<file path="src/rtl/instr_fetch_unit.sv">
// Instruction fetch sequencer: owns the fetch PC, drives the instruction memory
// address and buffers fetched words in a small FIFO toward decode.
// Optional build macro: IFU_BOUND_CHECK_EN (out-of-range fetch -> sticky fault).
//
// state    | meaning
// S_RUN    | fetch enabled, pushes whenever the FIFO has room
// S_HALTED | halt held high, no push; buffered entries still drain
// S_FAULT  | out-of-range fetch seen, no push, sticky until reset
module instr_fetch_unit #(
  parameter logic [31:0] RESET_PC   = 32'h0000_0000,
  parameter int          DEPTH      = 2,
  parameter int          IMEM_WORDS = 128
) (
  input  logic        clk_i,
  input  logic        reset_i,
  output logic [31:0] imem_address_o,
  input  logic [31:0] imem_instr_i,
  input  logic        redirect_valid_i,
  input  logic [31:0] redirect_target_i,
  input  logic        halt_i,
  output logic        out_valid_o,
  input  logic        out_ready_i,
  output logic [31:0] out_instr_o,
  output logic [31:0] out_pc_o,
  output logic        fault_o
);

  localparam int PW = $clog2(DEPTH);
  localparam int CW = PW + 1;

  if (DEPTH < 2 || (DEPTH & (DEPTH - 1)) != 0) begin : g_bad_depth
    $error("instr_fetch_unit: DEPTH must be a power of 2 and >= 2");
  end
  if (RESET_PC[1:0] != 2'b00 || IMEM_WORDS < 1) begin : g_bad_cfg
    $error("instr_fetch_unit: RESET_PC must be word aligned and IMEM_WORDS >= 1");
  end

  typedef enum logic [1:0] {S_RUN, S_HALTED, S_FAULT} state_t;

  state_t          state_q, state_d;
  logic [31:0]     fetch_pc_q, fetch_pc_d;
  logic [CW-1:0]   count_q, count_d;
  logic [PW-1:0]   rptr_q, rptr_d;
  logic [PW-1:0]   wptr_q, wptr_d;
  logic [31:0]     head_instr_q, head_instr_d;
  logic [31:0]     head_pc_q, head_pc_d;
  logic [31:0]     instr_buf [DEPTH];
  logic [31:0]     pc_buf [DEPTH];

  logic            redirect;
  logic            pop;
  logic            push;
  logic            fetch_ok;
  logic            oob;
  logic [CW-1:0]   remaining;
  logic [31:0]     target;

  assign imem_address_o = fetch_pc_q;
  assign out_valid_o    = (count_q != '0);
  assign out_instr_o    = head_instr_q;
  assign out_pc_o       = head_pc_q;
  assign target         = redirect_target_i & ~32'h3;

`ifdef IFU_BOUND_CHECK_EN
  assign oob     = ({2'b00, fetch_pc_q[31:2]} >= 32'(IMEM_WORDS));
  assign fault_o = (state_q == S_FAULT);
`else
  assign oob     = 1'b0;
  assign fault_o = 1'b0;
`endif

  always_comb begin
    redirect     = redirect_valid_i && (state_q != S_FAULT);
    pop          = out_valid_o && out_ready_i;
    fetch_ok     = (state_q == S_RUN) && !halt_i && !redirect;
    push         = fetch_ok && !oob && ((count_q < CW'(DEPTH)) || pop);
    remaining    = count_q - CW'(pop);

    state_d      = state_q;
    fetch_pc_d   = fetch_pc_q;
    count_d      = count_q + CW'(push) - CW'(pop);
    rptr_d       = rptr_q + PW'(pop);
    wptr_d       = wptr_q + PW'(push);
    head_instr_d = head_instr_q;
    head_pc_d    = head_pc_q;

    case (state_q)
      S_RUN: begin
        if (halt_i)              state_d = S_HALTED;
        else if (fetch_ok && oob) state_d = S_FAULT;
      end
      S_HALTED: if (!halt_i) state_d = S_RUN;
      default:  state_d = state_q;
    endcase

    if (redirect) begin
      // flush wins over everything; a pop this cycle has already been handed off
      fetch_pc_d = target;
      count_d    = '0;
      rptr_d     = '0;
      wptr_d     = '0;
    end else begin
      if (push) fetch_pc_d = fetch_pc_q + 32'd4;
      if (remaining != '0) begin
        head_instr_d = instr_buf[rptr_d];
        head_pc_d    = pc_buf[rptr_d];
      end else if (push) begin
        head_instr_d = imem_instr_i;
        head_pc_d    = fetch_pc_q;
      end
    end
  end

  always_ff @(posedge clk_i) begin
    if (reset_i) begin
      state_q      <= S_RUN;
      fetch_pc_q   <= RESET_PC;
      count_q      <= '0;
      rptr_q       <= '0;
      wptr_q       <= '0;
      head_instr_q <= '0;
      head_pc_q    <= '0;
    end else begin
      state_q      <= state_d;
      fetch_pc_q   <= fetch_pc_d;
      count_q      <= count_d;
      rptr_q       <= rptr_d;
      wptr_q       <= wptr_d;
      head_instr_q <= head_instr_d;
      head_pc_q    <= head_pc_d;
    end
  end

  // storage is only read while count says the slot is live, so no reset needed
  always_ff @(posedge clk_i) begin
    if (push && !reset_i) begin
      instr_buf[wptr_q] <= imem_instr_i;
      pc_buf[wptr_q]    <= fetch_pc_q;
    end
  end

endmodule

</file>
<file path="config.mk">
export PLATFORM = sky130hd
export DESIGN_NAME = instr_fetch_unit
export DESIGN_NICKNAME = d
export VERILOG_FILES = /design/src/rtl/instr_fetch_unit.sv
export SDC_FILE = /design/constraint.sdc
export NUM_CORES = 1
export LEC_CHECK = 0
export ABC_CLOCK_PERIOD_IN_PS = 7000
export CORE_ASPECT_RATIO = 1.4
export CORE_MARGIN = 8
export CORE_UTILIZATION = 53
export DETAILED_ROUTE_END_ITERATION = 7
export GPL_TIMING_DRIVEN = 0
export PLACE_DENSITY = 0.78
export SLEW_MARGIN = 10
export SYNTH_ARGS = -nofsm -noshare
export SYNTH_HDL_FRONTEND = slang
export SYNTH_SLANG_ARGS = --single-unit
</file>
<file path="constraint.sdc">
create_clock -name clk_i -period 7 [get_ports clk_i]
set_input_delay 0.7 -clock clk_i [delete_from_list [all_inputs] [get_ports clk_i]]
set_output_delay 0.7 -clock clk_i [all_outputs]
set_load 0.01 [all_outputs]
</file>
### Word level (Yosys, flattened, before mapping)

Memory sizes are Yosys's and may differ from the RTL's.
Cells that the tools add are included.

* output and inout bits: 98
* memories: 2
* logic and storage cells: 52
* RAM bits: 128
* register bits after elaboration: 102

* bitwise logic cells: 1
* add/subtract/negate cells: 6
* multiplexer cells: 11
* equality and inequality tests: 4
* reduce and logical (&&, ||, !) cells: 19
* order comparisons: 1

Memory list
* instr_buf: depth 2, width 32, read ports 1, clocked after Yosys merged registers in 0, write ports 1, RTL line 47 `logic [31:0] instr_buf [DEPTH];`
* pc_buf: depth 2, width 32, read ports 1, clocked after Yosys merged registers in 0, write ports 1, RTL line 48 `logic [31:0] pc_buf [DEPTH];`

Operator list (number)
* two-way mux 32 bit: 6
* adder 32 x 3 -> 32 bit (second input constant): 1
* nonzero test 2 bit: 5
* logical AND 1 bit: 6
* != test 2 bit (second input constant): 3
* two-way mux 2 bit: 2
* case mux 2 bit (2 select lines): 1
* subtractor 2 x 1 -> 2 bit: 2
* zero test 1 bit: 3
* AND reduction 3 bit: 1
* adder 1 bit: 2
* adder 2 x 1 -> 2 bit: 1
* equality test 2 x 1 -> 1 bit (second input constant): 1
* zero test 2 bit: 1
* < comparator 2 bit (second input constant): 1
* two-way mux 1 bit: 2
* AND reduction 2 bit: 1
* OR reduction 2 bit: 1
* logical OR 1 bit: 1
* inverter 1 bit: 1

### Longest topological paths before layout

* word-level depth: 8
* depth in mapped cells: 11

### Worst setup path after synthesis

OpenSTA, ideal clock, no wires.

* kind: input to register
* start: input port halt_i
* end: memory instr_buf[0][0] (enable)
* stages on the path: 6
* path buffers: 2
* setup time: 558 ps
* arrival: 5836 ps
* setup slack: 605 ps
* path through: inv_1 ha_1 clkbuf_1 nand3_1 clkbuf_1 nor3_1

* longest elaborated chain between the ends: 7

Ends and longest elaborated chain
* start, declared: RTL line 20 `input logic halt_i,`
* zero test 1 bit
* logical AND 1 bit (2 in a row): RTL line 75 `fetch_ok = (state_q == S_RUN) && !halt_i && !redirect;`
* logical AND 1 bit: RTL line 76 `push = fetch_ok && !oob && ((count_q < CW'(DEPTH)) || pop);`
* logical AND 1 bit: RTL line 136 `if (push && !reset_i) begin`
* two-way mux 1 bit: RTL line 136
* two-way mux 1 bit (implied by the code): RTL line 137 `instr_buf[wptr_q] <= imem_instr_i;`
* end, declared: RTL line 47

Every way passes these cells.

### Final worst setup path

* start: input port halt_i
* end: memory pc_buf[0][16] (enable)

* longest elaborated chain between the ends: 7

Ends and longest elaborated chain
* zero test 1 bit
* logical AND 1 bit (2 in a row): RTL line 75
* logical AND 1 bit: RTL line 76
* logical AND 1 bit: RTL line 136
* two-way mux 1 bit: RTL line 136
* two-way mux 1 bit (implied by the code): RTL line 138 `pc_buf[wptr_q] <= fetch_pc_q;`
* end, declared: RTL line 48

Every way passes these cells.

==> flow_metrics.env <==
export IMPL_setup_viol=0
export IMPL_endpoint_kind="register"
export IMPL_via_per_inst=6.20
export IMPL_cts_buffer_depth=3
export IMPL_synth_area_leader_cell="edfxtp_1"
export IMPL_die_w_um=131
export IMPL_gp_congestion=0.910
export IMPL_routedWlPerCell_um=21.8
export IMPL_rsz0062_at_grt="no"
export IMPL_critPathLaunchType="input pin"
export IMPL_async_reset_ff_share_pct=0
export IMPL_drtIter0Drc=883
export IMPL_cts_root_buf="clkbuf_16"
export IMPL_grt_use_met2_pct=41.4
export IMPL_synth_compound_area_share_pct=13.6
export IMPL_path_cells="clkdlybuf4s50_1, inv_1, ha_1, clkbuf_1, nand3_1, clkbuf_1, nor3_2, buf_6, buf_4, buf_6"
export IMPL_final_core_util_pct=69.2
export IMPL_min_period_ns=3.69
export IMPL_grt_overflow=0
export IMPL_ir_worst_vdd_mv=0.201
export IMPL_postSynthCellCount=843
export IMPL_gr_usage_met1_pct=29.2
export IMPL_cpPeakStageDelay_ns=0.73
export IMPL_maxSlewHeadroom_pct=28.0
export IMPL_grt_pass1_wl_mm=44.4
export IMPL_first_pass_iters=5
export IMPL_hpwl_mm=19.7
export IMPL_max_freq_mhz=271
export IMPL_worstSkewPairLatency_ns=0.51
export IMPL_register_area_mm2=0.00567
export IMPL_synthMuxAreaShare_pct=6.36
export IMPL_fin_setup_tns_ns=0
export IMPL_die_y_um=177
export IMPL_nFillCells=1402
export IMPL_placementRows=58
export IMPL_hold_slack_ns=0.511
export IMPL_netlist_top_cells_area="edfxtp_1, dfxtp_1, mux2i_1"
export IMPL_slowest_stage="nor3_2"
export IMPL_critical_path_class="input pin to register"
export IMPL_area_growth_pct=27.7
export IMPL_max_slew_worst_pin_slew_ns=1.07
export IMPL_synth_avg_cell_area_um2=11.6
export IMPL_drv_slew=0
export IMPL_start_util_pct=54.2
export IMPL_post_cts_setup_buffers=0
export IMPL_cts_tree="built"
export IMPL_io_buffers=159
export IMPL_drive_gt1_share_pct=5.77
export IMPL_htreeDepth=1
export IMPL_synth_top_family_by_area="simple AND/OR/NAND/NOR gates"
export IMPL_wl_mm=28.3
export IMPL_yosys_area_share_simple_pct=15.2
export IMPL_clk_pin_slew_ns=0.06
export IMPL_postCtsHoldBufs=0
export IMPL_coreArea_mm2=0.0180
export IMPL_crit_buf_inv=7
export IMPL_hold_viol=0
export IMPL_synthesis_area_mm2=0.00976
export IMPL_power_density_mw_per_mm2=255
export IMPL_multi_input_area_mm2=0.00362
export IMPL_ctsResizeCount=0
export IMPL_synth_seq_cells=221
export IMPL_synth_xor_area_share_pct=1.06
export IMPL_drc=0
export IMPL_hold_class="register to register"
export IMPL_outcome="complete, no violations"
export IMPL_yosysWarnings=0
export IMPL_grtUsageTotal_pct=24.3
export IMPL_arrival_ns=3.89
export IMPL_grt_start_max_net_pins=16
export IMPL_synthAdderAreaFrac_pct=0.513
export IMPL_io_pin_count=167
export IMPL_fp_dieArea_mm2=0.0231
export IMPL_synth_top_area_share_pct=38.2
export IMPL_critPathTopFamily="buffers and inverters"
export IMPL_worst_path_max_fanout=10
export IMPL_cts_made_buffers=21
export IMPL_synthFlopType="edfxtp_1"
export IMPL_synthDistinctLibCells=50
export IMPL_synth_edf_count=124
export IMPL_gr_usage_met3_pct=4.08
export IMPL_vias=8040
export IMPL_p_leak_nw=4.47
export IMPL_nets=1115
export IMPL_skew_ns=0.0152
export IMPL_fin_area_mm2=0.0125
export IMPL_cap_violations=0
export IMPL_grt_pass1_vias=8296
export IMPL_yosysSeqAreaShare_pct=58.1
export IMPL_cp_data_required_time_ns=7.20
export IMPL_cts_sinks=221
export IMPL_top_usage_layer="met2"
export IMPL_antenna_found_initial=0
export IMPL_placed_cell_area_mm2=0.0118
export IMPL_n_antenna_cell=0
export IMPL_period_share_pct=52.7
export IMPL_ant_nets=0
-- cell usage in the layout, fill, tap and decap left out, drive strengths merged, types with 15 or more instances in the layout --
cell type | synthesis | layout
o211ai | 30 | 30
clkbuf | 63 | 91
dfxtp | 97 | 97
a221o | 32 | 32
o21ai | 38 | 38
inv | 42 | 43
nor4 | 39 | 39
nand4b | 30 | 30
buf | 18 | 31
clkdlybuf4s50 | 0 | 159
nand3b | 31 | 31
a21oi | 37 | 37
edfxtp | 124 | 124
a311oi | 15 | 15
nor2 | 33 | 33
mux2i | 62 | 62
-- per-stage QoR --
stage,instances,power (mW),worst slack (ns)
after detailed placement,1259,2.09,2.88
final,1297,3.18,3.31
after floorplan,847,1.82,0.605
after global placement,1246,2.07,-3.05
after global routing,1297,3.30,3.15
after CTS,1297,3.18,3.38
-- final timing paths --
path | from | endpoint | slack, ns | cells past startpoint
worst max-delay path | halt_i | pc_buf[0][16]$_DFFE_PP_ | 3.31 | 10
worst min-delay path | out_pc_o[24]$_SDFFE_PP0P_ | out_pc_o[24]$_SDFFE_PP0P_ | 0.51 | 2
worst min register to register | out_pc_o[24]$_SDFFE_PP0P_ | out_pc_o[24]$_SDFFE_PP0P_ | 0.51 | 2
worst max register to register | state_q[0]$_SDFFE_PP0P_ | pc_buf[0][16]$_DFFE_PP_ | 3.63 | 9
-- power by group --
part           internal (mW)  switching (mW)
combinational          0.254           0.284
sequential              1.46          0.0665
clock                  0.638           0.473
-- tightest hold or removal path, cell delays in order (launching register included) --
cell,delay [ns]
dfxtp_1,0.31
nand3b_1,0.08
o211ai_1,0.07
-- flip-flops by register name, summed over array words and instances, names as in the netlist --
register / cells
rptr_q: 1
imem_address_o: 30
out_instr_o: 32
out_pc_o: 30
wptr_q: 1
state_q: 1
instr_buf: 64
count_q: 2
pc_buf: 60
-- layout make-up --
type | count | share of cell area, %
Buffer | 81 | 2.73
Clock buffer | 28 | 4.51
Clock inverter | 10 | 0.783
Inverter | 42 | 1.27
Multi-Input combinational cell | 503 | 29.1
Sequential cell | 221 | 45.5
Tap cell | 240 | 2.41
Timing Repair Buffer | 172 | 13.8
-- synthesized netlist by cell type (all sizes together), types with 15 or more instances --
cell	number
nor4	39
nor2	33
dfxtp	97
nand4b	30
a21oi	37
a221o	32
o21ai	38
inv	42
buf	18
nand3b	31
clkbuf	63
o211ai	30
mux2i	62
edfxtp	124
a311oi	15
-- kinds of logic after synthesis --
group                      count (synthesis)
buffers and inverters                    123
muxes                                     62
AOI/OAI and AO/OA                        186
other                                      1
xor gates and xnor gates                  11
adders and majority gates                  4
and+or+nand+nor                          235
DFF                                      221
-- per-layer routing --
layer | up-vias | wire length [µm]
met2 | 394 | 14100
met3 | 73 | 2170
li1 | 3662 | -
met5 | - | 0
met1 | 3911 | 11000
met4 | 0 | 1040
No activity file was read; power rests on OpenSTA's default activity.
